### src/rtl/datapath_pkg.sv
// datapath_pkg: shared defaults, slice-width helper and op/mode encodings for datapath units
package datapath_pkg;
  localparam int DEFAULT_DATAWIDTH = 64;
  localparam int DEFAULT_STAGES = 4;
  localparam logic OP_ADD = 1'b0;
  localparam logic OP_SUB = 1'b1;
  localparam logic MODE_UNS = 1'b0;
  localparam logic MODE_SGN = 1'b1;
  function automatic int slice_w(input int dw, input int st);
    return dw / st;
  endfunction
endpackage

### src/rtl/pipe_add_stage.sv
// pipe_add_stage: one W-bit carry-chain slice with registered sum/carry-out, valid bit and load logic
//   Clk, Rst            clock, async active-high reset
//   prev_valid          upstream register (or in_valid) holds a transaction
//   next_load           downstream stage loads this cycle (or out_ready for the last stage)
//   a_s, b_s, cin       slice operands (b already inverted for subtract) and carry-in
//   valid, load         this stage holds data / loads on the next edge
//   s, co               registered slice sum and carry-out
module pipe_add_stage #(
  parameter int W = 16
) (
  input  logic         Clk,
  input  logic         Rst,
  input  logic         prev_valid,
  input  logic         next_load,
  input  logic [W-1:0] a_s,
  input  logic [W-1:0] b_s,
  input  logic         cin,
  output logic         valid,
  output logic         load,
  output logic [W-1:0] s,
  output logic         co
);
  assign load = ~valid | next_load;
  always_ff @(posedge Clk or posedge Rst)
    if (Rst) begin
      valid <= 1'b0;
      s <= '0;
      co <= 1'b0;
    end else if (load) begin
      valid <= prev_valid;
      if (prev_valid) {co, s} <= {1'b0, a_s} + {1'b0, b_s} + {{W{1'b0}}, cin};
    end
endmodule

### src/rtl/pipe_add.sv
// pipe_add: pipelined add/subtract with valid/ready handshake, carry and overflow flags
//   Clk, Rst                 clock, async active-high reset
//   in_valid/in_ready        input handshake for a, b, sub (1: a-b), is_signed (1: two's-complement flags)
//   out_valid/out_ready      output handshake for sum, carry (raw MSB carry-out), ovf
//   Macro PIPE_ADD_SAT_EN: clamp sum on overflow instead of wrapping.
module pipe_add
  import datapath_pkg::*;
#(
  parameter int DATAWIDTH = DEFAULT_DATAWIDTH,
  parameter int STAGES = DEFAULT_STAGES
) (
  input  logic                 Clk,
  input  logic                 Rst,
  input  logic                 in_valid,
  output logic                 in_ready,
  input  logic [DATAWIDTH-1:0] a,
  input  logic [DATAWIDTH-1:0] b,
  input  logic                 sub,
  input  logic                 is_signed,
  output logic                 out_valid,
  input  logic                 out_ready,
  output logic [DATAWIDTH-1:0] sum,
  output logic                 carry,
  output logic                 ovf
);
  localparam int W = slice_w(DATAWIDTH, STAGES);
  // Each stage registers full-width operands (b post-inversion), the finished low sum slices and the op mode;
  // acc merges the low slices with this stage's own registered slice.
  for (genvar k = 0; k < STAGES; k++) begin : g
    logic [DATAWIDTH-1:0] ra, rb, lo, acc, a_i, b_i, lo_i;
    logic rsb, rsg, sb_i, sg_i, v_i, c_i, nl, v, ld, co;
    logic [W-1:0] s;
    if (k == 0) begin : h
      assign a_i = a;
      assign b_i = b ^ {DATAWIDTH{sub}};
      assign lo_i = '0;
      assign sb_i = sub;
      assign sg_i = is_signed;
      assign v_i = in_valid;
      assign c_i = sub;
    end else begin : h
      assign a_i = g[k-1].ra;
      assign b_i = g[k-1].rb;
      assign lo_i = g[k-1].acc;
      assign sb_i = g[k-1].rsb;
      assign sg_i = g[k-1].rsg;
      assign v_i = g[k-1].v;
      assign c_i = g[k-1].co;
    end
    if (k == STAGES - 1) begin : n
      assign nl = out_ready;
    end else begin : n
      assign nl = g[k+1].ld;
    end
    pipe_add_stage #(.W(W)) u_stage (
      .Clk(Clk),
      .Rst(Rst),
      .prev_valid(v_i),
      .next_load(nl),
      .a_s(a_i[k*W +: W]),
      .b_s(b_i[k*W +: W]),
      .cin(c_i),
      .valid(v),
      .load(ld),
      .s(s),
      .co(co)
    );
    always_ff @(posedge Clk or posedge Rst)
      if (Rst) {ra, rb, lo, rsb, rsg} <= '0;
      else if (ld & v_i) {ra, rb, lo, rsb, rsg} <= {a_i, b_i, lo_i, sb_i, sg_i};
    assign acc = lo | (DATAWIDTH'(s) << (k * W));
  end
  logic [DATAWIDTH-1:0] raw;
  logic am, bm, sm, sb, sg;
  assign in_ready = g[0].ld;
  assign out_valid = g[STAGES-1].v;
  assign raw = g[STAGES-1].acc;
  assign carry = g[STAGES-1].co;
  assign am = g[STAGES-1].ra[DATAWIDTH-1];
  assign bm = g[STAGES-1].rb[DATAWIDTH-1];
  assign sm = raw[DATAWIDTH-1];
  assign sb = g[STAGES-1].rsb;
  assign sg = g[STAGES-1].rsg;
  assign ovf = (sg == MODE_SGN) ? ((am == bm) & (sm != am)) : ((sb == OP_SUB) ? ~carry : carry);
`ifdef PIPE_ADD_SAT_EN
  // Signed overflow direction follows the A sign: positive clamps to 011..1, negative to 100..0.
  assign sum = ~ovf ? raw : (sg == MODE_SGN) ? {am, {(DATAWIDTH-1){~am}}} : {DATAWIDTH{sb == OP_ADD}};
`else
  assign sum = raw;
`endif
endmodule

### config.mk
export PLATFORM = sky130hd
export DESIGN_NAME = pipe_add
export DESIGN_NICKNAME = d
export VERILOG_FILES = /design/src/rtl/datapath_pkg.sv /design/src/rtl/pipe_add_stage.sv /design/src/rtl/pipe_add.sv
export SDC_FILE = /design/constraint.sdc
export NUM_CORES = 1
export LEC_CHECK = 0
export BUFFER_PORTS_ARGS = -buffer_cell sky130_fd_sc_hd__buf_2
export CAP_MARGIN = 20
export CORE_ASPECT_RATIO = 0.9
export CORE_UTILIZATION = 63
export CTS_CLUSTER_DIAMETER = 80
export DETAILED_ROUTE_END_ITERATION = 12
export PLACE_DENSITY = 0.95
export SLEW_MARGIN = 20
export SYNTH_ARGS = -nofsm -noshare
export SYNTH_HDL_FRONTEND = slang
export SYNTH_SLANG_ARGS = --single-unit
export TNS_END_PERCENT = 30
### constraint.sdc
create_clock -name Clk -period 15.38 [get_ports Clk]
set_input_delay 0 -clock Clk [delete_from_list [all_inputs] [get_ports Clk]]
set_output_delay 0 -clock Clk [all_outputs]
set_load 0.01 [all_outputs]
==> reports/results.txt <==
Power density over the cells -> 163 nW/um^2
Crit end category -> flop
RSZ-0062 raised after global routing -> no
Layout cell share with drive strength beyond 1 -> 12.4%
Clock Latency Late Sink -> 0.52 ns
Worst Path Arrival -> 3.62 ns
Delay-heaviest family, CP -> simple AND/OR/NAND/NOR gates
Maximum vdd drop -> 0.0937 mV
# IOs -> 202
Die Area -> 28200 sq um
Max-Cap Viols -> 0
Post-Route WL -> 49400 um
Synth area leader -> dfrtp_1
Detailed-route via count -> 15600
Drt first pass iters -> 6
Worst Hold Class -> input port to flop
CP Launch Type -> flop
Via/cell ratio -> 6.03
Reg area -> 9260 sq um
Crit path required time -> 15.78 ns
IO buf count -> 201
Clock skew -> 0.0171 ns
Status -> finished clean
# hold bufs at CTS -> 104
Initial core utilization -> 64.2%
Slowest-stage cell, CP -> buf_4
First-pass GRT wire length -> 79600 um
Max FO, Critical Path -> 100
Seq/Total Area, Yosys -> 53.4%
Largest net degree at the start of global routing -> 191
Rows -> 57
Final setup viols -> 0
Die Ht -> 159 um
GRT Residual Overflow -> 0
Core area -> 27000 sq um
CTS Buf Count -> 37
Fin Setup TNS -> 0 ns
Clk root buf -> clkbuf_16
Reg clk slew, reported paths -> 0.06 ns
Number of remaining DRC errors -> 0
Kind of critical path -> flop to flop
Initial antenna violation count -> 2
Worst Hold Slack -> 0.0388 ns
TritonCTS clock tree -> done
FF+latch count, synth -> 370
Final hold violations -> 0
Vias in the first global route -> 15300
GRT Util Overall -> 36.0%
Mapped Nets -> 2162
Max Freq -> 311 MHz
Area occupied by multi-input gates -> 7640 sq um
CTS sink cnt -> 370
Least-Margin Pin Slew -> 1.09 ns
Avg Cell Area, Syn -> 8.85 sq um
Syn-to-layout area delta -> 19.2%
Syn Inst Count -> 1961
Number of nets still failing antenna checks after routing -> 0
Fillers -> 1599
Ys Warns -> 0
Gpl congestion -> 0.941
Top area cells in the synthesized netlist -> dfrtp_1 (53%), nand2_1 (19%), ha_1 (4.3%)
CTS resizes -> 0
Yosys top cell area share -> 53.4%
Crit path buf inv count -> 1
Relative slew slack -> 27.5%
Htree depth -> 2
Worst path max stage delay -> 0.71 ns
Share of the clock period used by the worst path -> 20.9%
Static Leak -> 0.0108 uW
Wire per inst -> 19.1 um
Final Critical Period -> 3.21 ns
Top FF cell, synth -> dfrtp_1
Post-synth EDFFs -> 0
Dpl hpwl -> 27300 um
Netlist Area Pre-Place -> 17300 sq um
Slew Viols, Final -> 0
Distinct cells, synth -> 66
Nets -> 2421
Synth async-reset ratio -> 100%
Post-CTS Setup Inserts -> 0
1st-iter DRT viols -> 1808
Clock Path Buffers -> 3
Critical path cell sequence -> nand4b_1 -> or2_1 -> nand2_4 -> buf_4 -> o311ai_1 -> or3b_1
Die W -> 177 um
-- cell families after synthesis --
| kind of cell | synth area share (%) |
|---|---|
| and+or+nand+nor | 23.1 |
| muxes | 0.0577 |
| xor gates and xnor gates | 4.75 |
| AOI/OAI and AO/OA | 10.9 |
| buffers and inverters | 2.73 |
| adders and majority gates | 5.14 |
| DFF | 53.4 |
-- layer usage --
layer / vias to the layer above / global-route usage [%] / wire length [um]
met4: 2 / 18.5 / 3040
met3: 264 / 7.88 / 4630
met5: - / 0 / 11
li1: 6919 / - / -
met2: 1052 / 57.3 / 23200
met1: 7389 / 46.6 / 18500
-- worst min-delay path, cell delays in order --
cell	delay, ns
buf_2	0.11
inv_1	0.08
fa_1	0.22
o21ai_0	0.11
-- path summary, 6_finish.rpt --
check,start,end,slack [ns],cells past startpoint
max in group asynchronous,Rst,g[0].rb[31],13.83,4
hold reg to reg,g[2].u_stage.s[1],g[3].lo[33],0.46,2
setup reg to reg,g[1].u_stage.valid,g[0].u_stage.s[12],12.17,6
min in group asynchronous,Rst,g[3].rsg,0.11,3
setup / recovery,g[1].u_stage.valid,g[0].u_stage.s[12],12.17,6
hold / removal,a[1],g[0].u_stage.s[1],0.04,4
-- synth_stat cells (all sizes together) (6+ instances only) --
library cell / count
nand2b: 6
nor2: 28
o21bai: 6
nand4: 15
nand3: 12
o21ai: 116
clkbuf: 70
ha: 60
o21a: 13
inv: 28
a211o: 8
a21oi: 53
o31ai: 13
fa: 7
xnor2: 65
nand2: 901
xor2: 29
buf: 23
a31oi: 12
and2: 9
nor3: 9
dfrtp: 370
a21o: 27
a211oi: 7
o311ai: 6
-- area by class of cell --
type	instances	area share, %
multi-input combinational	1470	37.0
clock buffer	47	4.95
tap	354	2.14
antenna	1	0.0121
clock inverter	7	0.357
timing repair buffer	313	10.3
sequential	370	44.8
inverter	28	0.544
-- power breakdown --
group	internal (uW)	switching (uW)	total [uW]
logic	392	648	1040
registers	1270	210	1480
clock network	483	371	854
total	2140	1230	3370
-- registers in the layout, summed over array words and instances, names as in the netlist --
| register | count |
|---|---|
| g.rb | 97 |
| g.u_stage.s | 64 |
| g.u_stage.valid | 4 |
| g.u_stage.co | 4 |
| g.rsb | 4 |
| g.ra | 97 |
| g.rsg | 4 |
| g.lo | 96 |
-- metrics by stage --
step	total power, uW	utilization (%)	area [sq um]	setup slack [ns]	std cells
floorplan	2100	-	17300	5.11	1961
global placement	2360	68.6	18500	12.33	2431
detailed placement	2420	68.6	18500	12.23	2431
CTS	3310	76.5	20700	12.16	2589
global route	3550	76.5	20700	11.92	2590
finish	3370	76.5	20700	12.17	2590
-- cell usage in the layout (no fill, tap or decap), types with 12 or more instances in the layout --
| cell type | instances |
|---|---|
| nand2_1 | 897 |
| dfrtp_1 | 370 |
| buf_2 | 200 |
| o21ai_0 | 111 |
| dlygate4sd3_1 | 104 |
| xnor2_1 | 65 |
| ha_1 | 60 |
| a21oi_1 | 51 |
| clkbuf_16 | 37 |
| xor2_1 | 29 |
| nor2_1 | 28 |
| a21o_1 | 27 |
| inv_1 | 27 |
| nand4_1 | 15 |
| o21a_1 | 13 |
| o31ai_1 | 13 |
| nand3_1 | 12 |
| a31oi_1 | 12 |
Note: power is estimated with default switching activity, not from simulation.
